## config.mk

```make
export PLATFORM = sky130hd
export DESIGN_NAME = ecc_scrub_arb
export DESIGN_NICKNAME = d
export VERILOG_FILES = /design/src/rtl/ecc_scrub_pkg.sv /design/src/rtl/ecc_scrub_arb_sat_counter.sv /design/src/rtl/ecc_scrub_arb.sv
export SDC_FILE = /design/constraint.sdc
export NUM_CORES = 1
export LEC_CHECK = 0
export BUFFER_PORTS_ARGS = -buffer_cell sky130_fd_sc_hd__buf_2
export CAP_MARGIN = 20
export CORE_ASPECT_RATIO = 1.2
export CORE_MARGIN = 2
export CORE_UTILIZATION = 30
export CTS_BUF_LIST = sky130_fd_sc_hd__clkbuf_2 sky130_fd_sc_hd__clkbuf_4 sky130_fd_sc_hd__clkbuf_8
export DETAILED_ROUTE_END_ITERATION = 16
export SETUP_SLACK_MARGIN = 0.1
export SLEW_MARGIN = 20
export SYNTH_ARGS = -nofsm -noshare
export SYNTH_HDL_FRONTEND = slang
export SYNTH_HIERARCHICAL = 1
export SYNTH_SLANG_ARGS = --single-unit
```

## constraint.sdc

```tcl
create_clock -name clk_i -period 2.6 [get_ports clk_i]
set_clock_uncertainty 0.2 [all_clocks]
set_input_delay 0.26 -clock clk_i [delete_from_list [all_inputs] [get_ports clk_i]]
set_output_delay 0.26 -clock clk_i [all_outputs]
set_load 0.005 [all_outputs]
```

## src/rtl/ecc_scrub_pkg.sv

```systemverilog
// ecc_scrub_pkg: shared types and default parameter values for the ECC
// background-scrub arbiter.
//   scrub_state_t : scrub FSM state encoding
//   DEF_*         : default values for the ecc_scrub_arb parameters
package ecc_scrub_pkg;

  localparam int unsigned DEF_ADDR_WIDTH        = 5;
  localparam int unsigned DEF_MEMORY_DATA_WIDTH = 39;
  localparam int unsigned DEF_SCRUB_INTERVAL    = 1024;
  localparam int unsigned DEF_CNT_WIDTH         = 8;

  typedef enum logic [2:0] {
    ST_IDLE = 3'd0,
    ST_WAIT = 3'd1,
    ST_RD   = 3'd2,
    ST_CHK  = 3'd3,
    ST_WB   = 3'd4
  } scrub_state_t;

endpackage

```

## src/rtl/ecc_scrub_arb_sat_counter.sv

```systemverilog
// sat_counter: saturating up-counter with synchronous clear.
//   clk   : clock
//   rst   : asynchronous active-high reset (count -> 0)
//   inc   : increment by one unless already all-ones
//   clr   : synchronous clear; takes precedence over inc
//   count : current count
module sat_counter #(
  parameter int unsigned WIDTH = 8
) (
  input  logic             clk,
  input  logic             rst,
  input  logic             inc,
  input  logic             clr,
  output logic [WIDTH-1:0] count
);

  always_ff @(posedge clk or posedge rst) begin
    if (rst) begin
      count <= '0;
    end else if (clr) begin
      count <= '0;
    end else if (inc && (count != '1)) begin
      count <= count + WIDTH'(1);
    end
  end

endmodule

```

## src/rtl/ecc_scrub_arb.sv

```systemverilog
// ecc_scrub_arb: arbitrates a single-port SECDED memory between a FIFO client
// and a background scrubber that reads every word, counts single/double
// errors and writes back corrected single-error words.
//   clk_i, rst_i            : clock, asynchronous active-high reset
//   scrub_en_i              : enable background scrubbing
//   cnt_clr_i               : synchronous clear of both error counters
//   fifo_wr_* / fifo_rd_*   : FIFO client requests (strict priority)
//   mem_wr_* / mem_rd_*     : memory ports (read data one cycle after mem_rd_en_o)
//   dec_sbe_i/dec_dbe_i     : decoder flags for the current read data
//   dec_corr_data_i         : corrected codeword for the current read data
//   scrub_busy_o            : scrubber not idle
//   sbe_cnt_o / dbe_cnt_o   : saturating scrub-detected error counts
//   dbe_irq_o               : one-cycle pulse on scrub-detected double error
//   pass_done_o             : one-cycle pulse when the scrub address wraps
module ecc_scrub_arb
  import ecc_scrub_pkg::*;
#(
  parameter int unsigned ADDR_WIDTH        = DEF_ADDR_WIDTH,
  parameter int unsigned MEMORY_DATA_WIDTH = DEF_MEMORY_DATA_WIDTH,
  parameter int unsigned SCRUB_INTERVAL    = DEF_SCRUB_INTERVAL,
  parameter int unsigned CNT_WIDTH         = DEF_CNT_WIDTH
) (
  input  logic                         clk_i,
  input  logic                         rst_i,
  input  logic                         scrub_en_i,
  input  logic                         cnt_clr_i,
  input  logic                         fifo_wr_en_i,
  input  logic [ADDR_WIDTH-1:0]        fifo_wr_addr_i,
  input  logic [MEMORY_DATA_WIDTH-1:0] fifo_wr_data_i,
  input  logic                         fifo_rd_en_i,
  input  logic [ADDR_WIDTH-1:0]        fifo_rd_addr_i,
  output logic                         mem_wr_en_o,
  output logic [ADDR_WIDTH-1:0]        mem_wr_addr_o,
  output logic [MEMORY_DATA_WIDTH-1:0] mem_wr_data_o,
  output logic                         mem_rd_en_o,
  output logic [ADDR_WIDTH-1:0]        mem_rd_addr_o,
  input  logic                         dec_sbe_i,
  input  logic                         dec_dbe_i,
  input  logic [MEMORY_DATA_WIDTH-1:0] dec_corr_data_i,
  output logic                         scrub_busy_o,
  output logic [CNT_WIDTH-1:0]         sbe_cnt_o,
  output logic [CNT_WIDTH-1:0]         dbe_cnt_o,
  output logic                         dbe_irq_o,
  output logic                         pass_done_o
);

  localparam int unsigned IW = (SCRUB_INTERVAL > 1) ? $clog2(SCRUB_INTERVAL) : 1;
  localparam logic [IW-1:0] IVL_LAST = IW'(SCRUB_INTERVAL - 1);

  scrub_state_t                 state, state_nxt;
  logic [ADDR_WIDTH-1:0]        scrub_addr;
  logic [IW-1:0]                ivl_cnt;
  logic [MEMORY_DATA_WIDTH-1:0] wb_data;
  logic                         dbe_irq_q, pass_done_q;
  logic                         collision, advance, latch_wb;
  logic                         scrub_rd, scrub_wr, sbe_inc, dbe_inc;

  // A FIFO write to the word being scrubbed supersedes the pending writeback.
  assign collision = fifo_wr_en_i && (fifo_wr_addr_i == scrub_addr) &&
                     ((state == ST_CHK) || (state == ST_WB));

  always_comb begin
    state_nxt = state;
    advance   = 1'b0;
    latch_wb  = 1'b0;
    scrub_rd  = 1'b0;
    scrub_wr  = 1'b0;
    sbe_inc   = 1'b0;
    dbe_inc   = 1'b0;
    case (state)
      ST_IDLE: if (scrub_en_i) state_nxt = ST_WAIT;
      ST_WAIT: begin
        if (!scrub_en_i)              state_nxt = ST_IDLE;
        else if (ivl_cnt == IVL_LAST) state_nxt = ST_RD;
      end
      ST_RD: begin
        if (!fifo_rd_en_i) begin
          scrub_rd  = 1'b1;
          state_nxt = ST_CHK;
        end
      end
      ST_CHK: begin
        if (dec_sbe_i) begin
          sbe_inc = 1'b1;
          if (collision) begin
            advance = 1'b1;
          end else begin
            latch_wb  = 1'b1;
            state_nxt = ST_WB;
          end
        end else if (dec_dbe_i) begin
          dbe_inc = 1'b1;
          advance = 1'b1;
        end else begin
          advance = 1'b1;
        end
      end
      ST_WB: begin
        if (collision) begin
          advance = 1'b1;
        end else if (!fifo_wr_en_i) begin
          scrub_wr = 1'b1;
          advance  = 1'b1;
        end
      end
      default: state_nxt = ST_IDLE;
    endcase
    if (advance) state_nxt = scrub_en_i ? ST_WAIT : ST_IDLE;
  end

  always_ff @(posedge clk_i or posedge rst_i) begin
    if (rst_i) begin
      state       <= ST_IDLE;
      scrub_addr  <= '0;
      ivl_cnt     <= '0;
      wb_data     <= '0;
      dbe_irq_q   <= 1'b0;
      pass_done_q <= 1'b0;
    end else begin
      state       <= state_nxt;
      // Counter only runs while staying in WAIT, so it is zero on every entry.
      ivl_cnt     <= ((state == ST_WAIT) && (state_nxt == ST_WAIT)) ? ivl_cnt + IW'(1) : '0;
      dbe_irq_q   <= dbe_inc;
      pass_done_q <= advance && (scrub_addr == '1);
      if (advance)  scrub_addr <= scrub_addr + ADDR_WIDTH'(1);
      if (latch_wb) wb_data    <= dec_corr_data_i;
    end
  end

  // Memory ports: FIFO has strict priority; everything is zero under reset
  // or when the corresponding enable is low.
  always_comb begin
    mem_wr_en_o   = 1'b0;
    mem_wr_addr_o = '0;
    mem_wr_data_o = '0;
    mem_rd_en_o   = 1'b0;
    mem_rd_addr_o = '0;
    if (!rst_i) begin
      if (fifo_wr_en_i) begin
        mem_wr_en_o   = 1'b1;
        mem_wr_addr_o = fifo_wr_addr_i;
        mem_wr_data_o = fifo_wr_data_i;
      end else if (scrub_wr) begin
        mem_wr_en_o   = 1'b1;
        mem_wr_addr_o = scrub_addr;
        mem_wr_data_o = wb_data;
      end
      if (fifo_rd_en_i) begin
        mem_rd_en_o   = 1'b1;
        mem_rd_addr_o = fifo_rd_addr_i;
      end else if (scrub_rd) begin
        mem_rd_en_o   = 1'b1;
        mem_rd_addr_o = scrub_addr;
      end
    end
  end

  assign scrub_busy_o = (state != ST_IDLE);
  assign dbe_irq_o    = dbe_irq_q;
  assign pass_done_o  = pass_done_q;

  sat_counter #(.WIDTH(CNT_WIDTH)) u_sbe_cnt (
    .clk   (clk_i),
    .rst   (rst_i),
    .inc   (sbe_inc),
    .clr   (cnt_clr_i),
    .count (sbe_cnt_o)
  );

  sat_counter #(.WIDTH(CNT_WIDTH)) u_dbe_cnt (
    .clk   (clk_i),
    .rst   (rst_i),
    .inc   (dbe_inc),
    .clr   (cnt_clr_i),
    .count (dbe_cnt_o)
  );

endmodule

```

==> flow_metrics.py <==
metrics = {
    "cells_and_area": {
        "multi_input_comb_area_mm2": 0.002148,
        "finalCoreUtilization_pct": 42.54,
        "register_area_mm2": 0.001878,
        "layout-area-overhead-vs-synth_pct": 39.99,
        "finish.cell_count_without_fillers": 780,
        "n_antenna_cell": 0,
        "finish.net_count": 705,
        "fraction_of_final_layout_cells_with_drive_strength_greater_than_1_pct": 42.20,
        "filler_cell_count": 1317,
        "finish.instance_area_mm2": 0.005829,
    },
    "setup_path": {
        "critical-path-top-cell-by-count": "sky130_fd_sc_hd__buf_2",
        "crit_path_top_delay_cell": "sky130_fd_sc_hd__dfrtp_1",
        "critPathLaunchType": "flip-flop",
        "critical-path-max-stage-delay_ps": 470,
        "timing.critical_path.fanout_max": 12,
        "criticalPathCategory": "flip-flop to output pin",
        "required_time_at_the_worst_slack_endpoint_ps": 2140,
        "crit_chain": "nor4b_4 > buf_4 > buf_2 > a22oi_1 > nor2_1 > buf_2",
        "crit_path_end_kind": "output pin",
        "worstPathArrival_ps": 1900,
    },
    "cts": {
        "cts_tree": "done",
        "clock_insertion_delay_worst_skew_ps": 360,
        "cts_htree_levels": 3,
        "cts_made_buffers": 9,
        "cts_num_sinks": 75,
        "cts.reportedPaths.clkPinSlew_ps": 80,
        "ctsRootBufferMaster": "sky130_fd_sc_hd__clkbuf_8",
        "ctsLongestPathBuffers": 2,
    },
    "sta": {
        "fin_tns_setup_ps": 0,
        "unrepaired_setup_endpoints_after_global_routing": "false",
        "post_layout_minimum_cycle_time_ps": 2363,
        "layout_worst_path_cycle_share_pct": 90.89,
        "timing_hold_violations_final": 0,
        "worst_relative_slew_slack_pct": 31.65,
        "timing.fmax_mhz": 423.2,
        "setup_viol": 0,
        "timing_worst_slew_pin_value_ps": 1025,
        "timing.final.max_slew_violations": 0,
    },
    "routing": {
        "dr_total_vias": 3882,
        "drt-total-wl_um": 11810,
        "antenna_left": 0,
        "drt_iter0_drc": 193,
        "wl_per_cell_um": 15.14,
        "vias_per_cell": 4.977,
        "drt_pass1_iterations": 5,
        "drc_errors": 0,
    },
    "yosys": {
        "synth.ff_latch_count": 75,
        "synth_sequential_area_ratio_pct": 45.07,
        "mappedNetlistArea_mm2": 0.004164,
        "synth_top_flop_cell": "sky130_fd_sc_hd__dfrtp_1",
        "synthesis.area_per_instance_um2": 10.33,
        "fraction_of_synthesis_flops_using_an_asynchronous_set_or_reset_pin_pct": 100.0,
        "synth-edff-count": 0,
        "synth_cell_types": 49,
        "yosys_warnings": 6,
        "post_synth_inst_count": 403,
        "synth_fp_nets": 504,
    },
    "floorplanning": {
        "initial_utilization_pct": 30.39,
        "die_w_um": 111.6,
        "core_region_area_mm2": 0.01370,
        "area_of_the_die_mm2": 0.01484,
        "die_h_um": 133.1,
        "row_count": 47,
        "io_pins": 166,
    },
    "global_routing": {
        "number_of_global_route_vias_before_repair": 4071,
        "grt_first_pass_wirelength_um": 19420,
        "largest_net_degree_at_the_start_of_global_routing": 55,
        "global_route_congestion_overflow_total": 0,
        "gr-usage-all-layers_pct": 16.16,
        "antenna_violations_before_repair": 0,
    },
    "placement": {
        "post-place-cells": 721,
        "place_congestion": 0.8047,
        "detailedPlacementHpwl_um": 8254,
        "place_area_mm2": 0.005147,
        "io_buffers": 165,
    },
    "pwr": {
        "leakage_uw": 0.003004,
        "vdd_ir_drop_max_uv": 245.1,
        "powerDensity_mw_per_mm2": 439.4,
    },
    "worst_hold_path": {
        "hold_path.class": "input pin to flip-flop",
    },
    "job": {
        "maxCapViolations": 0,
    },
    "run_status": {
        "status": "complete, no violations",
    },
}
## cell type report
| class | instances | area share [%] |
|---|---|---|
| Tap cell | 171 | 3.670 |
| Inverter | 7 | 0.4507 |
| Clock buffer | 11 | 2.490 |
| Multi-Input combinational cell | 294 | 36.85 |
| Timing Repair Buffer | 217 | 22.60 |
| Clock inverter | 5 | 1.717 |
| Sequential cell | 75 | 32.22 |
## what timing repair did
item / 4_1_cts / 5_1_grt
setup buffers: 0 / 2
pin swaps: 0 / 1
hold buffers: 40 / 0
endpoints found under the setup margin: 1 / 9
endpoints found under the hold margin: 40 / 0
resized for setup: 1 / 3
cloned: 0 / 1
## synth_stat cells (all sizes together), types with 2 or more instances
library cell	n	area, um^2
clkbuf	16	60.06
and2b	2	15.01
o21ai	4	23.77
xnor2	6	52.55
a211oi	2	25.02
o211ai	2	15.01
a22oi	49	367.9
nor3	4	20.02
nand2b	3	18.77
mux2i	2	20.02
or3	3	18.77
nand4	9	56.30
inv	7	26.28
o211a	3	30.03
o311a	2	20.02
dfrtp	75	1877
a21boi	2	22.52
mux2	49	581.8
buf	11	75.07
and3	3	18.77
nor2b	8	50.05
nand2	14	52.55
and4	5	43.79
ha	5	62.56
nand4b	2	17.52
o21bai	2	15.01
and2	3	18.77
nand3	8	40.04
xor2	8	70.07
a21oi	10	65.06
nor2	74	277.8
## report_power, final
group / switching, uW / internal, uW / total (uW)
Sequential: 4.04 / 1170 / 1170
Clock: 432 / 671 / 1100
Combinational: 135 / 152 / 286
## critical path, delay by kind of cell, from the launching register on
family                 cells  cell delay, ps
buffers and inverters      3             570
flip-flops                 1             470
AND/OR/NAND/NOR            2             380
AO/OA/AOI/OAI              1             120
## cell usage in the layout (no fill, tap or decap), types with 4 or more instances in the layout
master	count
sky130_fd_sc_hd__buf_2	166
sky130_fd_sc_hd__nor2_1	74
sky130_fd_sc_hd__dfrtp_1	74
sky130_fd_sc_hd__a22oi_1	49
sky130_fd_sc_hd__dlygate4sd3_1	40
sky130_fd_sc_hd__mux2_2	38
sky130_fd_sc_hd__nand2_1	14
sky130_fd_sc_hd__clkbuf_8	10
sky130_fd_sc_hd__buf_4	10
sky130_fd_sc_hd__nand4_1	9
sky130_fd_sc_hd__xor2_1	8
sky130_fd_sc_hd__nand3_1	8
sky130_fd_sc_hd__nor2b_1	8
sky130_fd_sc_hd__mux2_4	8
sky130_fd_sc_hd__xnor2_1	6
sky130_fd_sc_hd__inv_1	6
sky130_fd_sc_hd__a21oi_1	6
sky130_fd_sc_hd__and4_1	5
sky130_fd_sc_hd__ha_1	5
sky130_fd_sc_hd__a21oi_2	4
## registers in the layout, indices dropped and copies added (netlist names)
register	cells
u_dbe_cnt/count	8
u_sbe_cnt/count	8
wb_data	39
state	3
ivl_cnt	10
dbe_irq_o	1
scrub_addr	5
pass_done_o	1
## final timing paths
path | startpoint | endpoint | slack, ps | cells after the start
worst max-delay path | state[0]$_DFF_PP0_ | mem_wr_data_o[6] | 240 | 6
worst min-delay path | dec_dbe_i | dbe_irq_o$_DFF_PP0_ | 30 | 2
worst max register to register | state[2]$_DFF_PP0_ | u_dbe_cnt/count[5]$_DFFE_PP0P_ | 310 | 5
worst min register to register | ivl_cnt[0]$_DFF_PP0_ | ivl_cnt[0]$_DFF_PP0_ | 280 | 1
max in group asynchronous | rst_i | wb_data[3]$_DFFE_PP0P_ | 1540 | 3
min in group asynchronous | rst_i | u_sbe_cnt/count[6]$_DFFE_PP0P_ | 160 | 2
## layer usage
layer  GRT usage [%]  wire, um  vias up
li1                -         -     1853
met1           18.17      4679     1882
met2           29.44      6202      130
met3           2.749       641       17
met4           7.956       289        0
met5               0         0        -
## per-stage QoR
stage / setup slack [ps] / power [uW] / hold WS (ps)
2_1_floorplan: 312.1 / 1304 / -124.3
3_3_place_gp: 287.8 / 1430 / 264.9
3_5_place_dp: 201.9 / 1434 / 272.6
4_1_cts: 148.1 / 2617 / 9.330
5_1_grt: 117.2 / 2682 / 48.72
6_report: 236.8 / 2562 / 32.63
## kinds of logic after synthesis
| kind of cell | Yosys count | share of synthesized area, % |
|---|---|---|
| AO/OA/AOI/OAI | 79 | 14.66 |
| XOR/XNOR | 14 | 2.945 |
| adder cells (fa/ha/maj) | 5 | 1.502 |
| buffers and inverters | 34 | 3.876 |
| flip-flops | 75 | 45.07 |
| multiplexers | 51 | 14.45 |
| AND/OR/NAND/NOR | 145 | 17.49 |
Note: power is estimated with default switching activity, not from simulation.
